$ cat config.mk
export PLATFORM = sky130hd
export DESIGN_NAME = cache_ctrl_param
export DESIGN_NICKNAME = d
export VERILOG_FILES = /design/src/rtl/cache_ctrl_param_pkg.sv /design/src/rtl/cache_ctrl_param_mem_rd_tracker.sv /design/src/rtl/cache_ctrl_param.sv
export SDC_FILE = /design/constraint.sdc
export NUM_CORES = 1
export LEC_CHECK = 0
export CAP_MARGIN = 20
export CORE_AREA = 3 3 86 72
export CTS_CLUSTER_SIZE = 30
export DETAILED_ROUTE_END_ITERATION = 10
export DIE_AREA = 0 0 89 75
export PLACE_DENSITY = 0.81
export SYNTH_ARGS = -nofsm -noshare
export SYNTH_HDL_FRONTEND = slang
export SYNTH_HIERARCHICAL = 1
export SYNTH_SLANG_ARGS = --single-unit
$ cat constraint.sdc
create_clock -name clk -period 1.85 [get_ports clk]
set_clock_uncertainty 0.2 [all_clocks]
set_input_delay 0.37 -clock clk [delete_from_list [all_inputs] [get_ports clk]]
set_output_delay 0.37 -clock clk [all_outputs]
set_load 0.005 [all_outputs]
$ cat src/rtl/cache_ctrl_param_pkg.sv
`default_nettype none
// +----------------------------------------------------------------------------+
// | Module   : cache_ctrl_param_pkg                                            |
// | Brief    : State encodings shared by the cache controller and its bench.   |
// | Revision : 1.0                                                             |
// +----------------------------------------------------------------------------+
package cache_ctrl_param_pkg;

    localparam int c_state_w = 3;

    localparam logic [c_state_w-1:0] c_st_idle   = 3'd0;
    localparam logic [c_state_w-1:0] c_st_cmp_rd = 3'd1;
    localparam logic [c_state_w-1:0] c_st_cmp_wr = 3'd2;
    localparam logic [c_state_w-1:0] c_st_wb     = 3'd3;
    localparam logic [c_state_w-1:0] c_st_fill   = 3'd4;
    localparam logic [c_state_w-1:0] c_st_merge  = 3'd5;
    localparam logic [c_state_w-1:0] c_st_done   = 3'd6;
    localparam logic [c_state_w-1:0] c_st_error  = 3'd7;

endpackage
`default_nettype wire

$ cat src/rtl/cache_ctrl_param_mem_rd_tracker.sv
`default_nettype none
// +----------------------------------------------------------------------------+
// | Module   : mem_rd_tracker                                                  |
// | Brief    : Valid shift register marking when an accepted read returns.     |
// | Revision : 1.0                                                             |
// +----------------------------------------------------------------------------+
module mem_rd_tracker #(
    parameter int DEPTH = 4
) (
    input  logic clk,
    input  logic rst,
    input  logic i_push,
    output logic o_pop
);

    logic [DEPTH-1:0] r_sr;

    generate
        if (DEPTH == 1) begin : g_single
            always_ff @(posedge clk) begin
                if (!rst) begin
                    r_sr <= '0;
                end else begin
                    r_sr[0] <= i_push;
                end
            end
        end else begin : g_shift
            // A push lands at the tail and pops out DEPTH cycles later.
            always_ff @(posedge clk) begin
                if (!rst) begin
                    r_sr <= '0;
                end else begin
                    r_sr <= {i_push, r_sr[DEPTH-1:1]};
                end
            end
        end
    endgenerate

    assign o_pop = r_sr[0];

endmodule
`default_nettype wire

$ cat src/rtl/cache_ctrl_param.sv
`default_nettype none
// +----------------------------------------------------------------------------+
// | Module   : cache_ctrl_param                                                |
// | Brief    : Direct-mapped write-back/write-allocate cache controller FSM.   |
// | Revision : 1.0                                                             |
// +----------------------------------------------------------------------------+
module cache_ctrl_param
    import cache_ctrl_param_pkg::*;
#(
    parameter  int ADDR_W   = 16,
    parameter  int DATA_W   = 16,
    parameter  int TAG_W    = 5,
    parameter  int INDEX_W  = 8,
    parameter  int WORDS    = 4,
    parameter  int MEM_LAT  = 4,
    localparam int OFFSET_W = ADDR_W - TAG_W - INDEX_W
) (
    input  logic                clk,
    input  logic                rst,
    input  logic                Rd,
    input  logic                Wr,
    input  logic [ADDR_W-1:0]   addr,
    input  logic [DATA_W-1:0]   data_input,
    input  logic                hit,
    input  logic                valid,
    input  logic                dirty,
    input  logic [TAG_W-1:0]    tag_out,
    input  logic [DATA_W-1:0]   data_out,
    input  logic [DATA_W-1:0]   data_out_m,
    input  logic                mem_stall,
    output logic                enable,
    output logic                comp,
    output logic                write_c,
    output logic                valid_in,
    output logic [INDEX_W-1:0]  index,
    output logic [OFFSET_W-1:0] offset,
    output logic [TAG_W-1:0]    tag_in,
    output logic [DATA_W-1:0]   data_in,
    output logic                rd_m,
    output logic                wr_m,
    output logic [TAG_W-1:0]    tag_m,
    output logic [OFFSET_W-1:0] offset_m,
    output logic [DATA_W-1:0]   data_in_m,
    output logic                done,
    output logic                cache_hit,
    output logic                stall,
    output logic                errCtrl
);

    localparam int WSEL_W = $clog2(WORDS);
    localparam int BYTE_W = OFFSET_W - WSEL_W;

    localparam logic [WSEL_W-1:0] c_last  = WSEL_W'(WORDS - 1);
    localparam logic [WSEL_W:0]   c_words = (WSEL_W + 1)'(WORDS);

    logic [c_state_w-1:0] r_state;
    logic [WSEL_W:0]      r_cnt;     // write-back beat, then fill issue count
    logic [WSEL_W-1:0]    r_ret;     // fill return count
    logic                 r_wr;      // request was a write: merge after fill

    logic [TAG_W-1:0]     w_tag;
    logic [INDEX_W-1:0]   w_index;
    logic [OFFSET_W-1:0]  w_addr_off;
    logic [OFFSET_W-1:0]  w_cnt_off;
    logic [OFFSET_W-1:0]  w_ret_off;
    logic                 w_issue_pending;
    logic                 w_push;
    logic                 w_pop;

    assign w_tag      = addr[ADDR_W-1 -: TAG_W];
    assign w_index    = addr[ADDR_W-TAG_W-1 -: INDEX_W];
    assign w_addr_off = addr[OFFSET_W-1:0];
    assign w_cnt_off  = OFFSET_W'(r_cnt[WSEL_W-1:0]) << BYTE_W;
    assign w_ret_off  = OFFSET_W'(r_ret) << BYTE_W;

    assign w_issue_pending = (r_cnt < c_words);
    assign w_push          = (r_state == c_st_fill) && w_issue_pending && !mem_stall;

    mem_rd_tracker #(
        .DEPTH (MEM_LAT)
    ) u_tracker (
        .clk    (clk),
        .rst    (rst),
        .i_push (w_push),
        .o_pop  (w_pop)
    );

    always_ff @(posedge clk) begin
        if (!rst) begin
            r_state <= c_st_idle;
            r_cnt   <= '0;
            r_ret   <= '0;
            r_wr    <= 1'b0;
        end else begin
            case (r_state)
                c_st_idle: begin
                    r_wr <= Wr;
                    if (Rd && Wr) begin
                        r_state <= c_st_error;
                    end else if (Rd) begin
                        r_state <= c_st_cmp_rd;
                    end else if (Wr) begin
                        r_state <= c_st_cmp_wr;
                    end
                end
                c_st_cmp_rd, c_st_cmp_wr: begin
                    r_cnt <= '0;
                    r_ret <= '0;
                    if (hit && valid) begin
                        r_state <= c_st_idle;
                    end else if (valid && dirty) begin
                        r_state <= c_st_wb;
                    end else begin
                        r_state <= c_st_fill;
                    end
                end
                c_st_wb: begin
                    if (!mem_stall) begin
                        if (r_cnt[WSEL_W-1:0] == c_last) begin
                            r_cnt   <= '0;
                            r_state <= c_st_fill;
                        end else begin
                            r_cnt <= r_cnt + (WSEL_W + 1)'(1);
                        end
                    end
                end
                c_st_fill: begin
                    // Issue and return are independent and may both fire.
                    if (w_push) begin
                        r_cnt <= r_cnt + (WSEL_W + 1)'(1);
                    end
                    if (w_pop) begin
                        r_ret <= r_ret + WSEL_W'(1);
                        if (r_ret == c_last) begin
                            r_state <= r_wr ? c_st_merge : c_st_done;
                        end
                    end
                end
                c_st_merge: r_state <= c_st_done;
                c_st_done:  r_state <= c_st_idle;
                c_st_error: r_state <= c_st_idle;
                default:    r_state <= c_st_idle;
            endcase
        end
    end

    always_comb begin
        enable    = 1'b0;
        comp      = 1'b0;
        write_c   = 1'b0;
        valid_in  = 1'b0;
        index     = w_index;
        offset    = w_addr_off;
        tag_in    = w_tag;
        data_in   = data_input;
        rd_m      = 1'b0;
        wr_m      = 1'b0;
        tag_m     = w_tag;
        offset_m  = w_addr_off;
        data_in_m = data_out;
        done      = 1'b0;
        cache_hit = 1'b0;
        stall     = 1'b1;
        errCtrl   = 1'b0;
        case (r_state)
            c_st_idle: begin
                enable = 1'b1;
                stall  = 1'b0;
            end
            c_st_cmp_rd, c_st_cmp_wr: begin
                enable  = 1'b1;
                comp    = 1'b1;
                write_c = (r_state == c_st_cmp_wr);
                if (hit && valid) begin
                    done      = 1'b1;
                    cache_hit = 1'b1;
                end
            end
            c_st_wb: begin
                enable   = 1'b1;
                wr_m     = 1'b1;
                offset   = w_cnt_off;
                offset_m = w_cnt_off;
                tag_m    = tag_out;
            end
            c_st_fill: begin
                rd_m     = w_issue_pending;
                offset_m = w_cnt_off;
                offset   = w_ret_off;
                if (w_pop) begin
                    enable   = 1'b1;
                    write_c  = 1'b1;
                    valid_in = 1'b1;
                    data_in  = data_out_m;
                end
            end
            c_st_merge: begin
                enable   = 1'b1;
                comp     = 1'b1;
                write_c  = 1'b1;
                valid_in = 1'b1;
            end
            c_st_done: begin
                enable = 1'b1;
                done   = 1'b1;
            end
            c_st_error: begin
                errCtrl = 1'b1;
                done    = 1'b1;
            end
            default: errCtrl = 1'b1;
        endcase
    end

endmodule
`default_nettype wire
Word level (Yosys, flattened, before mapping):

Cells that the tools add are included.

* add/sub/neg operators: 2
* magnitude comparators: 1
* eq/ne operators: 15
* multiplexer cells: 34
* reduce and logical (&&, ||, !) cells: 17

Operator list (count)
* 2-to-1 mux 3 bit: 13
* 2-to-1 mux 16 bit: 2
* one-hot mux 3 bit (6 select lines): 1
* equality test 3 bit (second input constant): 4
* one-hot mux 3 bit (3 select lines): 1
* 2-to-1 mux 1 bit: 8
* equality test 3 x 2 -> 1 bit (second input constant): 2
* != test 2 x 1 -> 1 bit (second input constant): 3
* one-hot mux 1 bit (2 select lines): 3
* one-hot mux 3 bit (2 select lines): 1
* OR reduction 2 bit: 3
* OR reduction 6 bit: 1
* logical AND 1 bit: 5
* 2-to-1 mux 5 bit: 1
* AND reduction 5 bit: 1
* equality test 2 bit (second input constant): 2
* 2-to-1 mux 2 bit: 2
* != test 2 bit (second input constant): 2
* != test 4 bit (second input constant): 1
* one-hot mux 2 bit (2 select lines): 1
* adder 3 x 1 -> 3 bit (second input constant): 1
* equality test 3 x 1 -> 1 bit (second input constant): 1
* logical NOT 3 bit: 1
* < comparator 3 bit (second input constant): 1
* other kinds (8): 8

* register bits: 13
* input port bits: 77
* output and inout bits: 66
* logic and storage cells: 74

Longest topological paths before layout:

* depth after elaboration: 5
* mapped depth: 6
* gate-level depth less buffers: 6

By module:

The synthesis kept the hierarchy.

By module, submodules not included
* cache_ctrl_param: times used 1, cells an instance 168, area each 1340.0 µm², seq. area each 180.2 µm²
* mem_rd_tracker: times used 1, cells an instance 8, area each 105.1 µm², seq. area each 80.1 µm²

Worst setup path after synthesis:

No wires, ideal clock.

* path kind: register -> output
* start: reg r_state[2]
* end: out data_in[14]
* arrival: 1406 ps
* data required time: 1280 ps
* path slack: -126 ps
* stages on the path, launching flop included: 7
* buffers on the path: 3
* path through: dfxtp_1 > buf_4 > nor3b_2 > and2_1 > buf_6 > buf_6 > mux2_1

* word-level cells in the longest chain between the ends: 2

Ends and longest elaborated chain
* from (decl): RTL line cache_ctrl_param.sv:56 `logic [c_state_w-1:0] r_state;`
* from (signal assigned): RTL line cache_ctrl_param.sv:90 `r_state <= c_st_idle;`
* from (signal assigned): RTL line cache_ctrl_param.sv:99 `r_state <= c_st_error;`
* from (signal assigned): RTL line cache_ctrl_param.sv:101 `r_state <= c_st_cmp_rd;`
* equality test 3 bit: RTL line cache_ctrl_param.sv:165 `case (r_state)`
* 2-to-1 mux 16 bit: RTL line cache_ctrl_param.sv:165
* to (decl): RTL line cache_ctrl_param.sv:38 `output logic [DATA_W-1:0] data_in,`

No other way between the ends.

Final worst setup path:

* start: reg r_state[1]
* end: out data_in[0]

Same word-level chain as after synthesis.

==> impl_metrics.json <==
{
  "tightestPinTransition_ns": 0.294,
  "whs_ns": 0.227,
  "cp_data_required_time_ns": 1.28,
  "postRouteAntennaNets": 0,
  "crit_type": "reg2out",
  "hpwl_mm": 3.73,
  "seq_area_frac_synth": 0.180,
  "timing.fmax_ghz": 0.457,
  "cp_max_fo": 8,
  "start_util": 0.269,
  "first_global_vias": 1664,
  "path_cells": "nor3b_4 -> and2_4 -> buf_12 -> buf_4 -> mux2_4 -> buf_6",
  "nets": 370,
  "clk_latency_ns": 0.24,
  "grt_max_degree": 13,
  "drive_above_1_share": 0.509,
  "rsz0062_at_grt": "true",
  "root_buffer": "clkbuf_8",
  "maxSlewViolCount": 0,
  "io_pins": 143,
  "reg2reg_from": "r_state[0]",
  "min_path_type": "reg2reg",
  "layout_min_cycle_time_ns": 2.19,
  "cts_sinks": 13,
  "fin_setup_tns_ns": -7.47,
  "synth_edf_count": 0,
  "synth_area_mm2": 0.00145,
  "cts_tree": "yes",
  "syn_inst": 176,
  "grt_use_total": 0.152,
  "hp-start": "u_tracker/r_sr[3]",
  "std_cell_rows": 24,
  "core-area_mm2": 0.00538,
  "cts.htree.levels": 1,
  "drc": 0,
  "period_share": 1.18,
  "slowest_stage": "dfxtp_4",
  "grt_pass1_wl_mm": 8.00,
  "dr.pass1.iters": 4,
  "slew_headroom": 0.803,
  "gp_congestion": 0.815,
  "diodes": 0,
  "cp.arrival_ns": 1.62,
  "grt_overflow": 0,
  "cp_num_buf_inv": 3,
  "finalHoldViolCount": 0,
  "critPathLaunchType": "flip-flop",
  "endpoint_kind": "output pin",
  "wl_per_cell_um": 15.3,
  "violations": "setup timing",
  "powerDensity_mw_per_mm2": 867,
  "syn_nets": 256,
  "path_clk_slew_ns": 0.06,
  "clockBufferDepth": 2,
  "seq_area_um2": 269,
  "synthToLayoutAreaGrowth_pct": 97.1,
  "yosysUniqueCellTypes": 43,
  "viasPerCell": 4.72,
  "antenna_found_initial": 0,
  "setup-violations-final": 33,
  "ys_warn_count": 6,
  "syn_area_per_cell_um2": 8.21,
  "die_w_um": 89,
  "drt-initial-drc-count": 59,
  "numPortBuffers": 94,
  "postSynth.asyncResetShare": 0,
  "drv_cap": 0,
  "multi_input_area_mm2": 0.00104,
  "setup_ws_ns": -0.340,
  "synth_ff_type": "dfxtp_1",
  "wl_mm": 5.41,
  "die_h_um": 75,
  "worst_path_largest_cell_delay_ns": 0.36,
  "n_fill_cell": 498,
  "total_power_uw": 2470,
  "vias": 1672,
  "p_leak_uw": 0.00133,
  "status": "complete, but fails checks",
  "crit_start": "r_state[1]",
  "reg2reg_slack_ns": 0.01,
  "fin_util": 0.530,
  "ys_ff_latch": 13,
  "cts_buffers": 3,
  "crit_family": "simple AND/OR/NAND/NOR gates",
  "ir_drop_mv": 0.528,
  "dieArea_mm2": 0.00668
}
-- path summary, 6_finish.rpt --
path / endpoint / cells past startpoint
setup / recovery: data_in[0] / 6
hold / removal: u_tracker/r_sr[2] / 1
setup reg to reg: r_cnt[2] / 6
hold reg to reg: u_tracker/r_sr[2] / 1
-- kinds of logic (layout without fill, tap and decap cells) --
logic type | after synthesis | after routing | share of synthesized area
simple gates | 61 | 61 | 0.230
buf+inv | 45 | 158 | 0.216
compound gates | 33 | 33 | 0.165
mux | 20 | 20 | 0.177
flops | 13 | 13 | 0.180
fa+ha+maj | 3 | 3 | 0.0260
xor+xnor | 1 | 1 | 0.00606
-- cell type report --
class                           count  area share
Multi-Input combinational cell    118       0.364
Tap cell                           65      0.0285
Inverter                            6     0.00878
Timing Repair Buffer              148       0.488
Sequential cell                    13      0.0944
Clock buffer                        4      0.0158
-- per-layer routing --
layer	global-route usage	up-vias	part of all wire
met5	0	-	0
met4	0.0364	0	0.012
met3	0.0405	11	0.066
met2	0.275	62	0.54
met1	0.181	789	0.39
li1	-	810	-
-- synthesized netlist by cell type, types with 3 or more instances --
cell / instances / area [µm²]
buf_4: 32 / 240
nand2_1: 23 / 86.3
dfxtp_1: 13 / 260
o21ai_0: 10 / 50.1
mux2_4: 9 / 135
and2_1: 8 / 50.1
mux2_2: 8 / 90.1
a21oi_1: 6 / 30.0
nor2_1: 6 / 22.5
inv_1: 5 / 18.8
clkbuf_1: 4 / 15.0
nand2b_1: 4 / 25.0
nor2b_1: 4 / 25.0
buf_6: 3 / 33.8
ha_1: 3 / 37.5
nor3_1: 3 / 15.0
or3_1: 3 / 18.8
-- registers in the layout, summed over array words and instances (netlist names) --
register	count
u_tracker/r_sr	4
r_cnt	3
r_state	3
r_ret	2
r_wr	1
-- per-stage QoR --
step,setup slack (ns),instances,cell area [µm²]
after floorplan,-0.0581,176,1460
after global placement,-0.514,324,2410
after detailed placement,-0.577,324,2410
after CTS,-0.345,351,2810
after global routing,-0.408,354,2850
final,-0.340,354,2850
-- repair_timing --
item / CTS / global route
resized for setup: 231 / 15
hold buffers: 0 / 0
pin swaps: 17 / 10
endpoints found under the hold margin: 0 / 0
setup endpoints to repair: 44 / 42
setup buffers: 23 / 9
-- layout by cell type, fill, tap and decap left out, types with 3 or more instances in the layout --
cell type | synthesis | routed
a21oi_1 | 6 | 6
nor2_2 | 1 | 3
clkdlybuf4s50_1 | 0 | 50
mux2_4 | 9 | 16
o21ai_2 | 0 | 3
nor2b_1 | 4 | 3
clkbuf_8 | 0 | 3
buf_4 | 32 | 29
nand2b_1 | 4 | 3
ha_1 | 3 | 3
nor2_1 | 6 | 3
inv_1 | 5 | 5
nand2_2 | 0 | 3
o21ai_0 | 10 | 5
and2_4 | 0 | 3
nand2_1 | 23 | 20
dfxtp_1 | 13 | 10
dlygate4sd2_1 | 0 | 8
buf_6 | 3 | 41
and2_1 | 8 | 5
buf_2 | 0 | 15
nor3_2 | 0 | 3
-- power breakdown --
group | leakage [µW] | switching [µW] | internal [µW] | total [µW]
logic | 0.00120 | 752 | 1060 | 1810
registers | 0.000107 | 62.1 | 342 | 404
clock network | 0.0000228 | 104 | 152 | 257
Note: power is estimated with default switching activity, not from simulation.
